===== config.mk =====
export PLATFORM = sky130hd
export DESIGN_NAME = control_pipe
export DESIGN_NICKNAME = d
export VERILOG_FILES = /design/src/rtl/control_pipe.sv
export SDC_FILE = /design/constraint.sdc
export NUM_CORES = 1
export LEC_CHECK = 0
export ABC_AREA = 1
export ABC_CLOCK_PERIOD_IN_PS = 3000
export CAP_MARGIN = 20
export CORE_MARGIN = 8
export CORE_UTILIZATION = 45
export CTS_BUF_LIST = sky130_fd_sc_hd__clkbuf_2 sky130_fd_sc_hd__clkbuf_4 sky130_fd_sc_hd__clkbuf_8
export CTS_CLUSTER_DIAMETER = 80
export DETAILED_ROUTE_END_ITERATION = 10
export HOLD_SLACK_MARGIN = 0.12
export PLACE_DENSITY_LB_ADDON = 0.12
export RECOVER_POWER = 25
export SLEW_MARGIN = 20
export SYNTH_ARGS = -nofsm -noshare
export SYNTH_HDL_FRONTEND = slang
export SYNTH_SLANG_ARGS = --single-unit

===== constraint.sdc =====
create_clock -name clk -period 3 [get_ports clk]
set_input_delay 0.9 -clock clk [delete_from_list [all_inputs] [get_ports clk]]
set_output_delay 0.9 -clock clk [all_outputs]
set_load 0.01 [all_outputs]

===== src/rtl/control_pipe.sv =====
// Registered MIPS control decoder: valid/ready on both sides, a multi-cycle
// multiplier stall, a one-bubble load-use hazard and an illegal-instruction flag.
module control_pipe #(
    parameter int unsigned CTRL_W     = 32,
    parameter int unsigned MUL_CYCLES = 3,
    parameter logic [5:0]  OP_RTYPE   = 6'd1,
    parameter logic [5:0]  OP_LOAD    = 6'd2,
    parameter logic [5:0]  OP_STORE   = 6'd3,
    parameter logic [4:0]  SHAMT_TAG  = 5'd10,
    parameter bit          HAZARD_EN  = 1'b1
) (
    input  logic              clk,
    input  logic              rst_n,
    input  logic              in_valid,
    output logic              in_ready,
    input  logic [31:0]       instruction,
    output logic              out_valid,
    input  logic              out_ready,
    output logic [CTRL_W-1:0] output_control,
    output logic              out_illegal,
    output logic              busy
);

    localparam logic [5:0] FN_ADD = 6'd32;
    localparam logic [5:0] FN_SUB = 6'd34;
    localparam logic [5:0] FN_AND = 6'd36;
    localparam logic [5:0] FN_OR  = 6'd37;
    localparam logic [5:0] FN_MUL = 6'd50;

    localparam int unsigned      CNT_W        = (MUL_CYCLES > 2) ? $clog2(MUL_CYCLES - 1) : 1;
    localparam int unsigned      CNT_LOAD_INT = (MUL_CYCLES > 1) ? MUL_CYCLES - 2 : 0;
    localparam logic [CNT_W-1:0] CNT_LOAD     = CNT_W'(CNT_LOAD_INT);
    localparam bit               MUL_STALL    = (MUL_CYCLES > 1);

    typedef enum logic {
        IDLE,
        MUL_WAIT
    } state_e;

    logic [5:0] opcode;
    logic [5:0] funct;
    logic [4:0] rs;
    logic [4:0] rt;
    logic [4:0] rd;
    logic [4:0] shamt;

    assign opcode = instruction[31:26];
    assign rs     = instruction[25:21];
    assign rt     = instruction[20:16];
    assign rd     = instruction[15:11];
    assign shamt  = instruction[10:6];
    assign funct  = instruction[5:0];

    logic [CTRL_W-1:0] dec_word;
    logic              dec_illegal;
    logic              dec_mul;
    logic              dec_load;
    logic              dec_rs_used;
    logic              dec_rt_used;
    logic              rtype_ok;
    logic [1:0]        alu_sel;
    logic              d_sel;

    always_comb begin
        // NOTE: every signal written here gets a default first, so no path can infer a latch.
        dec_word    = '0;
        dec_illegal = 1'b1;
        dec_mul     = 1'b0;
        dec_load    = 1'b0;
        dec_rs_used = 1'b0;
        dec_rt_used = 1'b0;
        rtype_ok    = 1'b0;
        alu_sel     = 2'd0;
        d_sel       = 1'b0;

        case (funct)
            FN_ADD:  begin rtype_ok = 1'b1; alu_sel = 2'd0; end
            FN_SUB:  begin rtype_ok = 1'b1; alu_sel = 2'd1; end
            FN_AND:  begin rtype_ok = 1'b1; alu_sel = 2'd2; end
            FN_OR:   begin rtype_ok = 1'b1; alu_sel = 2'd3; end
            FN_MUL:  begin rtype_ok = 1'b1; d_sel   = 1'b1; end
            default: ;
        endcase

        if (opcode == OP_RTYPE && shamt == SHAMT_TAG && rtype_ok) begin
            dec_illegal     = 1'b0;
            dec_mul         = d_sel;
            dec_rs_used     = 1'b1;
            dec_rt_used     = 1'b1;
            dec_word[22]    = 1'b1;
            dec_word[21:17] = rs;
            dec_word[16:12] = rt;
            dec_word[11:7]  = rd;
            dec_word[5]     = d_sel;
            dec_word[4:3]   = alu_sel;
        end else if (opcode == OP_LOAD || opcode == OP_STORE) begin
            // Store mirrors load (immediate ALU operand, chip select) but writes memory, not the regfile.
            dec_illegal     = 1'b0;
            dec_load        = (opcode == OP_LOAD);
            dec_rs_used     = 1'b1;
            dec_rt_used     = (opcode == OP_STORE);
            dec_word[22]    = (opcode == OP_LOAD);
            dec_word[21:17] = rs;
            dec_word[16:12] = rt;
            dec_word[11:7]  = rt;
            dec_word[6]     = 1'b1;
            dec_word[2]     = 1'b1;
            dec_word[1]     = (opcode == OP_STORE);
            dec_word[0]     = 1'b1;
        end
    end

    state_e            state_q, state_d;
    logic [CNT_W-1:0]  cnt_q, cnt_d;
    logic [4:0]        ld_rt_q, ld_rt_d;
    logic              ld_fresh_q, ld_fresh_d;
    logic              valid_q, valid_d;
    logic [CTRL_W-1:0] ctrl_q, ctrl_d;
    logic              illegal_q, illegal_d;

    logic hazard;
    logic accept;

    // Only a load accepted on the previous edge can cause a bubble; illegal words never match.
    assign hazard = HAZARD_EN && ld_fresh_q && in_valid && (ld_rt_q != 5'd0) &&
                    ((dec_rs_used && rs == ld_rt_q) || (dec_rt_used && rt == ld_rt_q));

    assign in_ready = (!valid_q || out_ready) && (state_q == IDLE) && !hazard;
    assign accept   = in_valid && in_ready;

    always_comb begin
        state_d = state_q;
        cnt_d   = cnt_q;
        case (state_q)
            IDLE: begin
                if (accept && dec_mul && MUL_STALL) begin
                    state_d = MUL_WAIT;
                    cnt_d   = CNT_LOAD;
                end
            end
            MUL_WAIT: begin
                if (cnt_q == '0) begin
                    state_d = IDLE;
                end else begin
                    cnt_d = cnt_q - CNT_W'(1);
                end
            end
            default: state_d = IDLE;
        endcase
    end

    always_comb begin
        valid_d    = valid_q;
        ctrl_d     = ctrl_q;
        illegal_d  = illegal_q;
        ld_rt_d    = ld_rt_q;
        ld_fresh_d = accept && dec_load;
        if (accept) begin
            valid_d   = 1'b1;
            ctrl_d    = dec_word;
            illegal_d = dec_illegal;
            if (dec_load) begin
                ld_rt_d = rt;
            end
        end else if (out_ready) begin
            valid_d = 1'b0;
        end
    end

    // NOTE: sequential state uses non-blocking assignments so every flop samples pre-edge values.
    always_ff @(posedge clk or negedge rst_n) begin
        if (!rst_n) begin
            state_q    <= IDLE;
            cnt_q      <= '0;
            ld_rt_q    <= 5'd0;
            ld_fresh_q <= 1'b0;
            valid_q    <= 1'b0;
            ctrl_q     <= '0;
            illegal_q  <= 1'b0;
        end else begin
            state_q    <= state_d;
            cnt_q      <= cnt_d;
            ld_rt_q    <= ld_rt_d;
            ld_fresh_q <= ld_fresh_d;
            valid_q    <= valid_d;
            ctrl_q     <= ctrl_d;
            illegal_q  <= illegal_d;
        end
    end

    assign out_valid      = valid_q;
    assign output_control = ctrl_q;
    assign out_illegal    = illegal_q;
    assign busy           = (state_q != IDLE);

endmodule


After elaboration in Yosys (flattened, before gate mapping)
Cells that the tools add are included.
{"block": "classes", "add_sub_neg": 1, "n_eq_ne": 12, "mux": 26, "bitwise_logic": 1, "n_reduce_logical": 21}
{"cell": "equality test 6 bit (second input constant)", "n": 5}
{"cell": "two-way mux 1 bit", "n": 18}
{"cell": "two-way mux 17 bit", "n": 1}
{"cell": "two-way mux 16 bit", "n": 1}
{"cell": "equality test 6 x 2 -> 1 bit (second input constant)", "n": 2}
{"cell": "logical AND 1 bit", "n": 12}
{"cell": "equality test 5 bit", "n": 2}
{"cell": "two-way mux 3 bit", "n": 3}
{"cell": "equality test 6 x 1 -> 1 bit (second input constant)", "n": 1}
{"cell": "case mux 2 bit (3 select lines)", "n": 1}
{"cell": "equality test 5 x 4 -> 1 bit (second input constant)", "n": 1}
{"cell": "nonzero test 5 bit", "n": 1}
{"cell": "OR reduction 5 bit", "n": 1}
{"cell": "case mux 1 bit (2 select lines)", "n": 2}
{"cell": "logical OR 1 bit", "n": 3}
{"cell": "zero test 1 bit", "n": 2}
{"cell": "inequality test 2 x 1 -> 1 bit (second input constant)", "n": 1}
{"cell": "AND reduction 2 bit", "n": 1}
{"cell": "nonzero test 2 bit", "n": 1}
{"cell": "inverter 1 bit", "n": 1}
{"cell": "subtractor 1 bit (second input constant)", "n": 1}
{"block": "totals", "reg_bits": 33, "in_bits": 36, "out_inout_bits": 36, "wordCells": 68}

Depth between registers and ports, before layout
{"block": "depth", "ltp_word": 14, "mapped_depth": 13, "mapped_depth_nobuf": 12}

Worst setup path before layout
Ideal clock, no wire load.
{"block": "synth_timing", "path_kind": "input to output", "from": "input port instruction[5]", "to": "output port in_ready", "arrival_ns": 1.872, "required_ns": 2.100, "setup_slack_ns": 0.228, "path_stages": 10, "cell_sequence": "nand2_1 > inv_2 > nand3_1 > nand2_2 > o21ai_4 > nand2_1 > nand2_2 > nand2_4 > a21oi_4 > buf_6"}
{"block": "synth_via", "elab_chain_len": 10, "word_cells_on_any_way": 16}
{"item": "from (decl)", "line": "16", "source": "input logic [31:0] instruction,"}
{"item": "equality test 6 bit", "line": "76", "source": "case (funct)"}
{"item": "OR reduction 5 bit (no line) *"}
{"item": "two-way mux 1 bit *", "line": "76"}
{"item": "logical AND 1 bit *", "line": "85", "source": "if (opcode == OP_RTYPE && shamt == SHAMT_TAG && rtype_ok) begin"}
{"item": "two-way mux 1 bit", "line": "85"}
{"item": "logical AND 1 bit", "line": "126", "source": "((dec_rs_used && rs == ld_rt_q) || (dec_rt_used && rt == ld_rt_q));"}
{"item": "logical OR 1 bit *", "line": "126"}
{"item": "logical AND 1 bit *", "line": "125", "source": "assign hazard = HAZARD_EN && ld_fresh_q && in_valid && (ld_rt_q != 5'd0) &&"}
{"item": "zero test 1 bit *", "line": "128", "source": "assign in_ready = (!valid_q || out_ready) && (state_q == IDLE) && !hazard;"}
{"item": "logical AND 1 bit *", "line": "128"}
{"item": "to (decl)", "line": "15", "source": "output logic in_ready,"}
Every way passes the cells marked *; elsewhere a longest branch is shown, timed or not.

Final worst setup path
{"block": "layout_timing", "from": "input port instruction[29]", "to": "output port in_ready"}
{"block": "layout_via", "elab_chain_len": 9, "word_cells_on_any_way": 16}
{"item": "equality test 6 x 2 -> 1 bit, or another cell as far along", "line": "96", "source": "end else if (opcode == OP_LOAD || opcode == OP_STORE) begin"}
{"item": "logical OR 1 bit or logical AND 1 bit (tied branches)", "line": "96, 85"}
{"item": "two-way mux 1 bit or logical AND 1 bit (tied branches)", "line": "96, 85"}
{"item": "two-way mux 1 bit", "line": "85"}
{"item": "logical AND 1 bit", "line": "126"}
{"item": "logical OR 1 bit *", "line": "126"}
{"item": "logical AND 1 bit *", "line": "125"}
{"item": "zero test 1 bit *", "line": "128"}
{"item": "logical AND 1 bit *", "line": "128"}
Marked as above.

==> metrics <==
fraction of layout cells with a size suffix above 1=35.90%; count of cell types in the netlist=28; clock slew at reported path FFs=0.07 ns; count of input and output buffers=62; failing checks=capacitance limit, slew limit; # H-tree levels=2; DP Cell Count=333; Slew @ Worst Pin=1.679 ns; post-synthesis register bit count=31; # clock sinks=31; initial core utilization=45.89%; largest net degree at the start of global routing=32; num rows=23; first-pass GRT wire length=8.990 mm; via/cell ratio=4.934; count leader, synth=nand2_1; final setup fails=0; initial antenna violation count=0; Synth Area per Inst=8.575 sq um; wire length on met2=2.661 mm; DRC=0; CTS root buffer=clkbuf_8; Slew Viols, Final=32; Synth top area share=42.88%; crit path cell chain=dlygate4sd2_1, nor2_2, nand3_2, nor2_4, o21ai_4, nand2_2, nand2_2, nand2_4, a21oi_4, buf_6; Fillers=316; CP peak stage delay=0.24 ns; Max VDD drop=0.0002927 V; Sequential Area=775.7 sq um; share of the yosys chip area belonging to registers=42.88%; Cell Pwr Density=347.8 nW/um^2; ys flop type=dfrtp_1; DPL Wire Length=3.755 mm; Non-Filler Instances=362; Final Util=71.31%; Worst Setup Start Kind=input pin; Initial DRC Count=102; die area=6305 sq um; top cells by count, synth=53 x nand2_1, 31 x dfrtp_1, 15 x nor2_1; most used cell, CP=nand2_2; met3 WL=368 um; drt wl/cell=15.14 um; Synth Cell Area=1809 sq um; # nets final=348; Die Y=79.41 um; Post-synth EDFFs=0; Peak Freq=0.3375 GHz; synth-to-layout area growth=55.39%; IO Count=72; Clock Tree Buf Depth=2; Synth warnings=0; Antenna Nets Post-Route=0; crit path DAT=2.06 ns; leakage power=1.390 nW; highest routed layer=met4; min Tclk post-route=2.963 ns; Worst Path Required=2.10 ns; Clk Latency, worst-skew pair=0.28 ns; routed vias=1786; Max-Cap Viols=1; CTS tree=built; largest cells by area after synthesis=dfrtp_1 43%, nand2_1 11%, o21ai_2 6.8%, buf_4 5.0%, nand2_2 3.8%; Multi-input gate area=935.9 sq um; cts bufs inserted=5; Final Hold Vio Count=0; fin crit share=98.76%; drt pass-1 iters=5; GR Util All Layers=18.05%; Crit. End Element=primary output; critical path type=input pin to primary output; outcome=finished with violations; Min-Delay Path Class=flop to flop; Routed WL=5.479 mm; Cells after Synth=211; clock skew=0.008547 ns; Critical Path Fanout Max=3; post-route met1 wirelength=2.268 mm; slowest cell on the critical path=dlygate4sd2_1; antenna diode count=0; GPL Wtd Cong=0.8739; Synth async-reset ratio=100.0%; Core ar.=3943 sq um; total congestion overflow=0; Synth area leader=dfrtp_1; vias in the first global route=1855; Max-slew headroom=-11.92%; die width=79.41 um
## cell families (layout without fill, tap and decap cells)
family	after synthesis	count (layout)	synth area share, %
AND/OR/NAND/NOR	113	113	30.01
buffers and inverters	34	127	11.20
flip-flops	31	31	42.88
AO/OA/AOI/OAI	23	23	11.34
XOR/XNOR	9	9	4.357
other	1	9	0.2073
## timing repair
action | in CTS | in global routing
setup buffers | 22 | 0
pin swaps | 20 | 11
hold buffers | 0 | 0
setup endpoints to repair | 1 | 4
resized for setup | 53 | 12
## metal layers
metal,up-vias,track usage (%)
li1,869,-
met1,825,22.36
met2,73,28.18
met3,19,4.955
met4,0,9.074
met5,-,0
## metrics by stage
step	total power, W	TNS (ns)	area (sq um)	hold WS, ns	setup slack [ns]
2_1_floorplan	0.0005549	0	1839	0.4501	0.2282
3_3_place_gp	0.0006481	-0.6117	2542	0.4551	-0.6117
3_5_place_dp	0.0006512	-0.6490	2542	0.4656	-0.6490
4_1_cts	0.0009828	0	2825	0.4787	0.01327
5_1_grt	0.001029	-0.01441	2811	0.5036	-0.01441
6_report	0.0009778	0	2811	0.4768	0.03733
## placed cells by master (no fill, tap or decap), types with 3 or more instances in the layout
cell	synthesis	final
clkdlybuf4s50_1	0	34
clkbuf_2	0	6
nand3_2	1	6
buf_4	12	40
dlygate4sd2_1	0	21
clkbuf_8	0	6
nand2_2	11	14
nor2_4	0	3
inv_2	5	7
nand3_1	13	8
nor2_2	2	5
nand2_1	53	50
xnor2_1	7	6
inv_1	10	8
o21ai_2	14	14
dfrtp_1	31	31
nand4_1	11	11
a22o_1	4	4
nor2_1	15	9
conb_1	1	9
## worst paths after layout
| path | slack, ns | start | depth (start not counted) | to |
|---|---|---|---|---|
| max reg2reg | 1.06 | ld_rt_q[1] | 12 | output_control[12] |
| min in group asynchronous | 1.53 | rst_n | 2 | output_control[6] |
| min | 0.48 | cnt_q | 2 | busy |
| min reg2reg | 0.48 | cnt_q | 2 | busy |
| max in group asynchronous | 0.50 | rst_n | 2 | output_control[9] |
| max | 0.04 | instruction[29] | 10 | in_ready |
## registers in the layout, indices dropped and copies added, names as in the netlist
name and cells:
cnt_q 1, busy 1, ld_rt_q 5, output_control 21, ld_fresh_q 1, out_illegal 1
out_valid 1
## worst max-delay path, delay by kind of cell
kind	cells	cell delay, ns
simple gates	6	0.65
compound gates	2	0.15
buf+inv	2	0.36
## power by group
part           switching, W  total [W]  internal (W)
registers         0.0000167   0.000449      0.000433
clock network      0.000151   0.000331      0.000180
logic              0.000104   0.000198     0.0000937
total              0.000272   0.000978      0.000706
## final cells by class
| cell class | count | share of cell area [%] |
|---|---|---|
| Timing Repair Buffer | 104 | 31.64 |
| Clock inverter | 1 | 0.1780 |
| Multi-Input combinational cell | 154 | 33.29 |
| Inverter | 16 | 2.136 |
| Sequential cell | 31 | 27.59 |
| Tap cell | 50 | 2.225 |
| Clock buffer | 6 | 2.937 |
(Power assumes the default switching activity.)
